## config.mk

```make
export PLATFORM = sky130hd
export DESIGN_NAME = pc_sequencer_flat
export DESIGN_NICKNAME = d
export VERILOG_FILES = /design/src/rtl/pc_sequencer_if.sv /design/src/rtl/pc_sequencer.sv /design/src/flat_wrapper.sv
export SDC_FILE = /design/constraint.sdc
export NUM_CORES = 1
export LEC_CHECK = 0
export ABC_AREA = 1
export BUFFER_PORTS_ARGS = -buffer_cell sky130_fd_sc_hd__clkbuf_2
export CORE_MARGIN = 2
export CORE_UTILIZATION = 59
export CTS_CLUSTER_SIZE = 16
export DETAILED_ROUTE_END_ITERATION = 8
export PLACE_DENSITY_LB_ADDON = 0.2
export REMOVE_ABC_BUFFERS = 1
export SLEW_MARGIN = 10
export SYNTH_ARGS = -nofsm -noshare
export SYNTH_HDL_FRONTEND = slang
export SYNTH_SLANG_ARGS = --single-unit
```

## constraint.sdc

```tcl
create_clock -name clock -period 10.6 [get_ports clock]
set_input_delay 0.53 -clock clock [delete_from_list [all_inputs] [get_ports clock]]
set_output_delay 0.53 -clock clock [all_outputs]
set_load 0.02 [all_outputs]
```

## src/rtl/pc_sequencer_if.sv

```systemverilog
// Purpose: bundles the sequencer's decode/control inputs and PC-control/status outputs.
// Latency: none, wires only.
// Backpressure: instr_valid and mem_busy stall the sequencer; nothing stalls the PC side.
interface pc_sequencer_if #(
  parameter int ADDR_WIDTH = 32
);
  // Instruction / datapath side inputs to the sequencer
  logic                  instr_valid;
  logic                  is_jump;
  logic                  is_branch;
  logic                  is_mem;
  logic                  is_halt;
  logic                  is_iret;
  logic [ADDR_WIDTH-1:0] target_address;
  logic                  branch_taken;
  logic                  mem_busy;
  logic                  interrupt_req;
  logic                  resume;
  logic [ADDR_WIDTH-1:0] pc_current;

  // PC control and status outputs of the sequencer
  logic                  pc_halt;
  logic                  pc_selector;
  logic [ADDR_WIDTH-1:0] jump_address;
  logic                  ir_load;
  logic                  reg_write;
  logic [2:0]            state;
  logic                  halted;
  logic                  in_isr;
  logic [ADDR_WIDTH-1:0] epc;
  logic [31:0]           retired_count;

  // The sequencer itself
  modport master (
    input  instr_valid, is_jump, is_branch, is_mem, is_halt, is_iret,
           target_address, branch_taken, mem_busy, interrupt_req, resume,
           pc_current,
    output pc_halt, pc_selector, jump_address, ir_load, reg_write, state,
           halted, in_isr, epc, retired_count
  );

  // The surrounding core / environment
  modport slave (
    output instr_valid, is_jump, is_branch, is_mem, is_halt, is_iret,
           target_address, branch_taken, mem_busy, interrupt_req, resume,
           pc_current,
    input  pc_halt, pc_selector, jump_address, ir_load, reg_write, state,
           halted, in_isr, epc, retired_count
  );
endinterface

```

## src/rtl/pc_sequencer.sv

```systemverilog
// Purpose: multi-cycle instruction sequencer driving PC advance/redirect, with one-level interrupt and halt.
// Latency: 4 cycles per plain instruction (FETCH/DECODE/EXECUTE/WRITEBACK), plus MEMWAIT cycles for memory ops.
// Backpressure: FETCH waits on instr_valid, MEMWAIT waits on mem_busy, HALTED waits on resume.
module pc_sequencer #(
  parameter int                    ADDR_WIDTH = 32,
  parameter logic [ADDR_WIDTH-1:0] IRQ_VECTOR = 32'h0000_0010
) (
  input  logic          clock,
  input  logic          reset,
  pc_sequencer_if.master bus
);

  typedef enum logic [2:0] {
    FETCH     = 3'd0,
    DECODE    = 3'd1,
    EXECUTE   = 3'd2,
    MEMWAIT   = 3'd3,
    WRITEBACK = 3'd4,
    HALTED    = 3'd5
  } state_e;

  state_e                state_q, state_d;

  // Decode flags captured in DECODE; is_halt acts directly on the DECODE transition.
  logic                  jump_q;
  logic                  branch_q;
  logic                  mem_q;
  logic                  iret_q;
  logic [ADDR_WIDTH-1:0] target_q;

  // Redirect decision made in EXECUTE, when branch_taken is valid.
  logic                  redirect_q;
  logic                  redirect_d;

  logic                  in_isr_q;
  logic [ADDR_WIDTH-1:0] epc_q;
  logic [ADDR_WIDTH-1:0] jump_address_q;
  logic [31:0]           retired_q;
  logic [31:0]           retired_d;

  logic                  in_wb;
  logic                  take_irq;
  logic [ADDR_WIDTH-1:0] next_addr;

  // Next-state logic; unused encodings fall back to FETCH.
  always_comb begin
    state_d = state_q;
    case (state_q)
      FETCH:     if (bus.instr_valid) state_d = DECODE;
      DECODE:    state_d = bus.is_halt ? HALTED : EXECUTE;
      EXECUTE:   state_d = mem_q ? MEMWAIT : WRITEBACK;
      MEMWAIT:   if (!bus.mem_busy) state_d = WRITEBACK;
      WRITEBACK: state_d = FETCH;
      HALTED:    if (bus.resume) state_d = FETCH;
      default:   state_d = FETCH;
    endcase
  end

  // State register.
  always_ff @(posedge clock or posedge reset) begin
    if (reset) state_q <= FETCH;
    else       state_q <= state_d;
  end

  // Redirect/interrupt decode and the normal (non-interrupt) successor address.
  always_comb begin
    in_wb      = (state_q == WRITEBACK);
    redirect_d = jump_q | (branch_q & bus.branch_taken) | iret_q;
    // An interrupt is only taken at an instruction boundary and never nests.
    take_irq   = in_wb & bus.interrupt_req & ~in_isr_q;
    next_addr  = redirect_q ? target_q : (bus.pc_current + ADDR_WIDTH'(1));
    // The counter register reloads every cycle so its value is always owned by this process.
    retired_d  = in_wb ? (retired_q + 32'd1) : retired_q;
  end

  // Decode flag capture, redirect latch, interrupt bookkeeping and redirect target register.
  always_ff @(posedge clock or posedge reset) begin
    if (reset) begin
      jump_q         <= 1'b0;
      branch_q       <= 1'b0;
      mem_q          <= 1'b0;
      iret_q         <= 1'b0;
      target_q       <= '0;
      redirect_q     <= 1'b0;
      in_isr_q       <= 1'b0;
      epc_q          <= '0;
      jump_address_q <= '0;
    end else begin
      case (state_q)
        DECODE: begin
          jump_q   <= bus.is_jump;
          branch_q <= bus.is_branch;
          mem_q    <= bus.is_mem;
          iret_q   <= bus.is_iret;
          target_q <= bus.target_address;
        end
        EXECUTE: begin
          redirect_q <= redirect_d;
          // Stage the lower-priority redirect target ahead of WRITEBACK so the
          // address output comes straight from a register in that cycle.
          if (iret_q)          jump_address_q <= epc_q;
          else if (redirect_d) jump_address_q <= target_q;
        end
        WRITEBACK: begin
          if (take_irq) begin
            epc_q          <= next_addr;
            in_isr_q       <= 1'b1;
            jump_address_q <= IRQ_VECTOR;
          end else if (iret_q) begin
            in_isr_q <= 1'b0;
          end
        end
        default: ;
      endcase
    end
  end

  // Retired-instruction counter; wraps naturally at 32 bits.
  always_ff @(posedge clock or posedge reset) begin
    if (reset) retired_q <= '0;
    else       retired_q <= retired_d;
  end

  // Output decode: only state and registered flags, plus instr_valid into ir_load
  // and interrupt_req into the WRITEBACK redirect select/address.
  always_comb begin
    bus.pc_halt       = ~in_wb;
    bus.reg_write     = in_wb;
    // Reset holds state at FETCH, so gate the strobe explicitly while reset is high.
    bus.ir_load       = (state_q == FETCH) & bus.instr_valid & ~reset;
    bus.pc_selector   = in_wb & (take_irq | redirect_q);
    bus.jump_address  = take_irq ? IRQ_VECTOR : jump_address_q;
    bus.state         = state_q;
    bus.halted        = (state_q == HALTED);
    bus.in_isr        = in_isr_q;
    bus.epc           = epc_q;
    bus.retired_count = retired_q;
  end

endmodule

```

## src/flat_wrapper.sv

```systemverilog
// flat-port wrapper written by rule: the top's interface ports become plain ports
module pc_sequencer_flat 
#(
  parameter int                    ADDR_WIDTH = 32,
  parameter logic [ADDR_WIDTH-1:0] IRQ_VECTOR = 32'h0000_0010
)
  (clock, reset, bus_instr_valid, bus_is_jump, bus_is_branch, bus_is_mem, bus_is_halt, bus_is_iret, bus_target_address, bus_branch_taken, bus_mem_busy, bus_interrupt_req, bus_resume, bus_pc_current, bus_pc_halt, bus_pc_selector, bus_jump_address, bus_ir_load, bus_reg_write, bus_state, bus_halted, bus_in_isr, bus_epc, bus_retired_count);
  pc_sequencer_if #(.ADDR_WIDTH(ADDR_WIDTH)) bus_i ();
  input  logic clock;
  input  logic reset;
  input wire logic [$bits(bus_i.instr_valid)-1:0] bus_instr_valid;
  input wire logic [$bits(bus_i.is_jump)-1:0] bus_is_jump;
  input wire logic [$bits(bus_i.is_branch)-1:0] bus_is_branch;
  input wire logic [$bits(bus_i.is_mem)-1:0] bus_is_mem;
  input wire logic [$bits(bus_i.is_halt)-1:0] bus_is_halt;
  input wire logic [$bits(bus_i.is_iret)-1:0] bus_is_iret;
  input wire logic [$bits(bus_i.target_address)-1:0] bus_target_address;
  input wire logic [$bits(bus_i.branch_taken)-1:0] bus_branch_taken;
  input wire logic [$bits(bus_i.mem_busy)-1:0] bus_mem_busy;
  input wire logic [$bits(bus_i.interrupt_req)-1:0] bus_interrupt_req;
  input wire logic [$bits(bus_i.resume)-1:0] bus_resume;
  input wire logic [$bits(bus_i.pc_current)-1:0] bus_pc_current;
  output wire logic [$bits(bus_i.pc_halt)-1:0] bus_pc_halt;
  output wire logic [$bits(bus_i.pc_selector)-1:0] bus_pc_selector;
  output wire logic [$bits(bus_i.jump_address)-1:0] bus_jump_address;
  output wire logic [$bits(bus_i.ir_load)-1:0] bus_ir_load;
  output wire logic [$bits(bus_i.reg_write)-1:0] bus_reg_write;
  output wire logic [$bits(bus_i.state)-1:0] bus_state;
  output wire logic [$bits(bus_i.halted)-1:0] bus_halted;
  output wire logic [$bits(bus_i.in_isr)-1:0] bus_in_isr;
  output wire logic [$bits(bus_i.epc)-1:0] bus_epc;
  output wire logic [$bits(bus_i.retired_count)-1:0] bus_retired_count;
  assign bus_i.instr_valid = bus_instr_valid;
  assign bus_i.is_jump = bus_is_jump;
  assign bus_i.is_branch = bus_is_branch;
  assign bus_i.is_mem = bus_is_mem;
  assign bus_i.is_halt = bus_is_halt;
  assign bus_i.is_iret = bus_is_iret;
  assign bus_i.target_address = bus_target_address;
  assign bus_i.branch_taken = bus_branch_taken;
  assign bus_i.mem_busy = bus_mem_busy;
  assign bus_i.interrupt_req = bus_interrupt_req;
  assign bus_i.resume = bus_resume;
  assign bus_i.pc_current = bus_pc_current;
  assign bus_pc_halt = bus_i.pc_halt;
  assign bus_pc_selector = bus_i.pc_selector;
  assign bus_jump_address = bus_i.jump_address;
  assign bus_ir_load = bus_i.ir_load;
  assign bus_reg_write = bus_i.reg_write;
  assign bus_state = bus_i.state;
  assign bus_halted = bus_i.halted;
  assign bus_in_isr = bus_i.in_isr;
  assign bus_epc = bus_i.epc;
  assign bus_retired_count = bus_i.retired_count;
  pc_sequencer #(.ADDR_WIDTH(ADDR_WIDTH), .IRQ_VECTOR(IRQ_VECTOR)) u_core (.clock(clock), .reset(reset), .bus(bus_i));
endmodule
```

==> results.sh, run 1 <==
export IMPL_min_period_ns=2.88
export IMPL_crit_path_top_delay_cell="buf_4"
export IMPL_grt_max_degree=90
export IMPL_async_flop_share_pct=100
export IMPL_fmax_ghz=0.347
export IMPL_yosys_area_top_type_share_pct=44.0
export IMPL_place_gp_congestion=0.980
export IMPL_firstDrtPassIters=5
export IMPL_drc=0
export IMPL_wire_per_inst_um=15.0
export IMPL_yosys_top_cells_area="dfrtp_1 (44%), nand2_1 (17%), nor2_1 (9.0%)"
export IMPL_clkTransAtPathRegs_ns=0.06
export IMPL_synth_edf_count=0
export IMPL_grt_usage_pct=32.0
export IMPL_ys_seq_area_share_pct=44.0
export IMPL_yosysTopAreaCell="dfrtp_1"
export IMPL_grt_pass1_vias=7560
export IMPL_cp_endpoint="bus_jump_address[4]"
export IMPL_dieArea_um2=14200
export IMPL_synth_common_cells="nand2_1 (349), nor2_1 (187), dfrtp_1 (137), inv_1 (116), a21oi_1 (70)"
export IMPL_cts_hold_buf=0
export IMPL_worst_pin_slew_ns=1.03
export IMPL_powerDensity_nw_per_um2=263
export IMPL_ys_ff_latch=137
export IMPL_clk_insertion_delay_late_ns=0.43
export IMPL_cts_sinks=137
export IMPL_fp_row_count=42
export IMPL_swShare_pct=42.1
export IMPL_num_antenna_cells=0
export IMPL_worst_r2r_setup_slack_ns=7.87
export IMPL_synth_cells=1103
export IMPL_end_kind="output port"
export IMPL_p_sw_w=0.00104
export IMPL_irDropWorstVdd_v=0.000149
export IMPL_max_stage_delay_ns=0.53
export IMPL_globalRoute_totalOverflow=0
export IMPL_synthFlopType="dfrtp_1"
export IMPL_area_growth_pct=20.6
export IMPL_r2r_start="u_core.bus.state[2]"
export IMPL_max_slew_margin_rel_pct=31.5
export IMPL_p_seq_share_pct=34.5
export IMPL_die_h_um=119
export IMPL_wirelength_mm=21.9
export IMPL_startpoint_type="flop"
export IMPL_synth_most_common_cell="nand2_1"
export IMPL_core_um2=13100
export IMPL_grt_pass1_wl_mm=36.1
export IMPL_antenna_found_initial=1
export IMPL_io_pins=181
export IMPL_maxCapViolations=0
export IMPL_crit_required_ns=10.07
export IMPL_hpwlAfterDp_mm=15.1
export IMPL_power_total_w=0.00248
export IMPL_outcome="finished, final reports clean"
export IMPL_synth_area_um2=7800
export IMPL_cts_repair_resized=0
export IMPL_cts_made_buffers=17
export IMPL_cp_startpoint="u_core.bus.state[1]"
export IMPL_min_path_type="input pin to async pin"
export IMPL_postSynthAreaPerCell_um2=7.07
export IMPL_drive_gt1_share_pct=19.3
export IMPL_comb_power_share_pct=40.4
export IMPL_pwr_share_clk_pct=25.1
export IMPL_crit_family="buffers and inverters"
export IMPL_tns_ns=0
export IMPL_hold_viol=0
export IMPL_io_buffers=180
export IMPL_drt_first_iter_violations=469
export IMPL_die_w_um=119
export IMPL_p_int_w=0.00143
export IMPL_fin_crit_sh_pct=27.2
export IMPL_critPathKind="flop to output port"
export IMPL_critPathBufInv=3
export IMPL_reg2regPathDepth=8
export IMPL_cts_setup_buffers=0
export IMPL_cp_cell_sequence="inv_2 -> nand3_4 -> nor2_4 -> buf_4 -> or2_2 -> clkbuf_2"
export IMPL_ys_types=31
export IMPL_vias=7786
export IMPL_cp_max_fo=51
export IMPL_htreeDepth=4
export IMPL_initial_core_util_pct=59.6
export IMPL_final_nets=1344
export IMPL_final_max_slew_viol_count=0
export IMPL_cp_arrival_ns=2.35
export IMPL_rr_endpoint="u_core.jump_address_q[0]"
export IMPL_setup_violations=0
export IMPL_yosysWarnings=0
export IMPL_cts_buffer_depth=2
export IMPL_grt_setup_unrepaired="no"
export IMPL_drtAntennaViolNets=0
export IMPL_fillers=1109
export IMPL_finClkSkew_ns=0.00727
export IMPL_vias_per_cell=5.35
export IMPL_crit_cells=6
export IMPL_tritoncts="done"
export IMPL_root_buffer="clkbuf_16"
export IMPL_p_leak_nw=4.76
[flip-flops by register name, indices dropped and copies added (netlist names)]
name	count
u_core.branch_q	1
u_core.jump_address_q	32
u_core.bus.state	3
u_core.bus.epc	32
u_core.bus.in_isr	1
u_core.redirect_q	1
u_core.jump_q	1
u_core.iret_q	1
u_core.target_q	32
u_core.bus.retired_count	32
u_core.mem_q	1
[worst min path at each step]
stage	cells after the start	slack (ns)	startpoint	endpoint
after floorplan	2	0.47	u_core.jump_address_q[0]	u_core.jump_address_q[0]
after global placement	2	0.48	u_core.jump_address_q[2]	u_core.jump_address_q[2]
after detailed placement	1	0.50	u_core.branch_q	u_core.branch_q
after CTS	2	0.33	reset	u_core.mem_q
after global routing	2	0.34	bus_target_address[2]	u_core.target_q[2]
final	2	0.29	reset	u_core.jump_q
[final cells by class]
type | count | area (um2) | share of cell area (%)
Timing Repair Buffer | 186 | 946 | 10.1
Tap cell | 176 | 220 | 2.34
Multi-Input combinational cell | 803 | 3730 | 39.7
Inverter | 121 | 459 | 4.88
Clock buffer | 21 | 480 | 5.11
Sequential cell | 137 | 3430 | 36.4
Clock inverter | 11 | 143 | 1.52
[power groups by stage]
| stage | clock network [W] | logic, W | registers (W) |
|---|---|---|---|
| 2_1_floorplan | 0 | 0.000584 | 0.000921 |
| 3_3_place_gp | 0 | 0.000965 | 0.000848 |
| 3_5_place_dp | 0 | 0.000989 | 0.000853 |
| 4_1_cts | 0.000628 | 0.00100 | 0.000850 |
| 5_1_grt | 0.000651 | 0.00110 | 0.000873 |
| 6_report | 0.000623 | 0.000999 | 0.000854 |
[metrics by stage]
stage	instances	hold WS, ns	instance area [um2]	worst slack (ns)	util (%)
finish	1455	0.295	9410	7.72	71.9
global route	1455	0.335	9410	7.59	71.9
CTS	1455	0.325	9410	7.73	71.9
detailed placement	1423	0.497	8780	7.95	67.1
global placement	1423	0.482	8780	8.09	67.1
floorplan	1061	0.469	7610	6.40	-
[logic make-up after synthesis]
| group | Yosys count | share of synthesized area (%) |
|---|---|---|
| DFF | 137 | 44.0 |
| muxes | 9 | 1.30 |
| xor gates and xnor gates | 22 | 2.47 |
| buffers and inverters | 163 | 8.26 |
| AOI/OAI and AO/OA | 151 | 11.6 |
| adders and majority gates | 2 | 0.321 |
| and+or+nand+nor | 619 | 32.1 |
[per-layer routing]
layer	up-vias	part of all wire [%]	track usage, %
met5	-	0	0
met4	0	3.5	13.8
met3	58	5.7	7.81
met2	227	50	55.3
met1	3671	41	37.9
li1	3830	-	-
[cells in the final DEF (no fill, tap or decap), types with 9 or more instances in the layout]
master,n
o21ai_0,37
a21oi_1,70
clkbuf_2,180
clkbuf_16,17
inv_1,115
dfrtp_1,137
xnor2_1,11
xor2_1,11
mux2_2,9
nand2_1,349
o221ai_1,25
nor2_1,187
nand3_1,47
Power figures use the tool's default switching activity.
==> run 2: changes to the inputs <==
- CORE_UTILIZATION: 59 -> 49
- clock period: 10.6 -> 2.6 ns (I/O delays scaled with it)
==> results.sh, run 2 (synthesized netlist as in run 1, its figures left out) <==
export IMPL_outcome="finished, final reports clean"
export IMPL_io_buffers=180
export IMPL_cts_setup_buffers=0
export IMPL_grt_pass1_wl_mm=35.7
export IMPL_pwr_share_clk_pct=26.1
export IMPL_comb_power_share_pct=40.7
export IMPL_setup_violations=0
export IMPL_end_kind="output port"
export IMPL_cp_cell_sequence="inv_2 -> nand3_4 -> inv_2 -> buf_4 -> clkbuf_2"
export IMPL_final_max_slew_viol_count=0
export IMPL_num_antenna_cells=0
export IMPL_min_period_ns=2.27
export IMPL_hold_viol=0
export IMPL_placed_cells_incl_taps=1471
export IMPL_die_h_um=130
export IMPL_irDropWorstVdd_v=0.000575
export IMPL_finalInstanceArea_um2=9960
export IMPL_dpl_instance_area_um2=8920
export IMPL_clkTransAtPathRegs_ns=0.06
export IMPL_grt_busiest_layer="met2"
export IMPL_cp_arrival_ns=2.14
export IMPL_clk_insertion_delay_late_ns=0.42
export IMPL_met1_usage_pct=33.1
export IMPL_grt_setup_unrepaired="no"
export IMPL_final_nets=1390
export IMPL_drive_gt1_share_pct=19.2
export IMPL_firstDrtPassIters=5
export IMPL_crit_family="buffers and inverters"
export IMPL_core_um2=15700
export IMPL_fmax_ghz=0.441
export IMPL_wire_per_inst_um=14.4
export IMPL_max_slew_margin_rel_pct=46.1
export IMPL_root_buffer="clkbuf_16"
export IMPL_cts_buffer_depth=2
export IMPL_finClkSkew_ns=0.00760
export IMPL_fin_crit_sh_pct=87.3
export IMPL_place_gp_congestion=0.926
export IMPL_cts_sinks=137
export IMPL_tritoncts="done"
export IMPL_critPathBufInv=4
export IMPL_fp_row_count=46
export IMPL_dieArea_um2=16900
export IMPL_grt_met3_usage_pct=6.72
export IMPL_p_int_w=0.00608
export IMPL_final_common_cell="nand2_1"
export IMPL_io_pins=181
export IMPL_grt_max_degree=70
export IMPL_worst_pin_slew_ns=0.807
export IMPL_globalRoute_totalOverflow=0
export IMPL_drtAntennaViolNets=0
export IMPL_power_total_w=0.0104
export IMPL_drt_first_iter_violations=561
export IMPL_cp_max_fo=46
export IMPL_final_cell_mix="nand2_1 (349), nor2_1 (187), clkbuf_2 (180)"
export IMPL_initial_core_util_pct=49.6
export IMPL_startpoint_type="flop"
export IMPL_min_path_type="input pin to flop"
export IMPL_area_growth_pct=27.7
export IMPL_maxCapViolations=0
export IMPL_grt_pass1_vias=7496
export IMPL_hpwlAfterDp_mm=15.4
export IMPL_vias=7831
export IMPL_p_seq_share_pct=33.2
export IMPL_antenna_found_initial=0
export IMPL_swShare_pct=41.4
export IMPL_path_common_cell="inv_2"
export IMPL_critPathKind="flop to output port"
export IMPL_cts_made_buffers=17
export IMPL_grt_use_met2_pct=46.3
export IMPL_final_cells=1541
export IMPL_die_w_um=130
export IMPL_vias_per_cell=5.08
export IMPL_htreeDepth=4
export IMPL_powerDensity_nw_per_um2=1040
export IMPL_wirelength_mm=22.2
export IMPL_max_stage_delay_ns=0.49
export IMPL_grt_usage_pct=26.9
export IMPL_p_sw_w=0.00429
export IMPL_drc=0
export IMPL_crit_path_top_delay_cell="buf_4"
export IMPL_p_leak_nw=4.97
export IMPL_crit_required_ns=2.47
run 2: cell types whose count changed in the layout (fill, tap and decap cells not counted), moves of 3 or more:
| cell | change |
|---|---|
| clkbuf_8 | -3 |
| clkinv_4 | +3 |
| dlygate4sd3_1 | +38 |
| buf_4 | +6 |
run 2: path summary, 6_finish.rpt:
check                                         start                   endpoint  slack (ns)  depth (start not counted)
hold reg to reg            u_core.jump_address_q[6]   u_core.jump_address_q[6]        0.50                          2
max in group asynchronous                     reset         u_core.bus.epc[11]        1.30                          4
setup / recovery                u_core.bus.state[0]              bus_reg_write        0.33                          5
setup reg to reg                u_core.bus.state[2]  u_core.jump_address_q[19]        0.70                          7
min in group asynchronous                     reset        u_core.bus.state[2]        0.36                          3
hold / removal                           bus_resume        u_core.bus.state[2]        0.04                          3
run 2: worst register-to-register path: cells and delay by family (launching register included):
| family | cells | cell delay (ns) |
|---|---|---|
| and+or+nand+nor | 4 | 0.68 |
| buffers and inverters | 2 | 0.45 |
| AOI/OAI and AO/OA | 1 | 0.19 |
| DFF | 1 | 0.45 |
run 2: what timing repair did:
item	in CTS	in global routing
hold buffers	38	0
hold endpoints to repair	103	0
resized for setup	0	0
run 2: routing by layer:
layer | wire, um | share of wire (%) | vias up
li1 | - | - | 3917
met1 | 9240 | 42 | 3646
met2 | 11000 | 50 | 229
met3 | 1420 | 6.4 | 39
met4 | 523 | 2.4 | 0
met5 | 0 | 0 | -
run 2: power by group through the flow:
stage	registers, W	clock network [W]	logic, W
6_report	0.00345	0.00271	0.00422
5_1_grt	0.00353	0.00285	0.00468
4_1_cts	0.00344	0.00274	0.00424
3_5_place_dp	0.00347	0	0.00417
3_3_place_gp	0.00345	0	0.00409
2_1_floorplan	0.00376	0	0.00238
run 2: per-stage QoR:
step / hold WS, ns / setup TNS (ns) / utilization (%) / setup slack, ns
finish: 0.0384 / 0 / 63.4 / 0.331
global route: 0.0430 / 0 / 63.4 / 0.221
CTS: 0.0249 / 0 / 63.4 / 0.325
detailed placement: 0.281 / 0 / 56.8 / 0.678
global placement: 0.293 / 0 / 56.8 / 0.787
floorplan: 0.281 / -164.10 / - / -1.20
run 2: final cells by class:
type | count | area, um2
repair buffers | 232 | 1410
inverters | 121 | 459
well taps | 216 | 270
fillers | 1451 | 5750
flip-flops and latches | 137 | 3430
multi-input cells | 803 | 3730
clock buffers | 18 | 439
clock inverters | 14 | 220
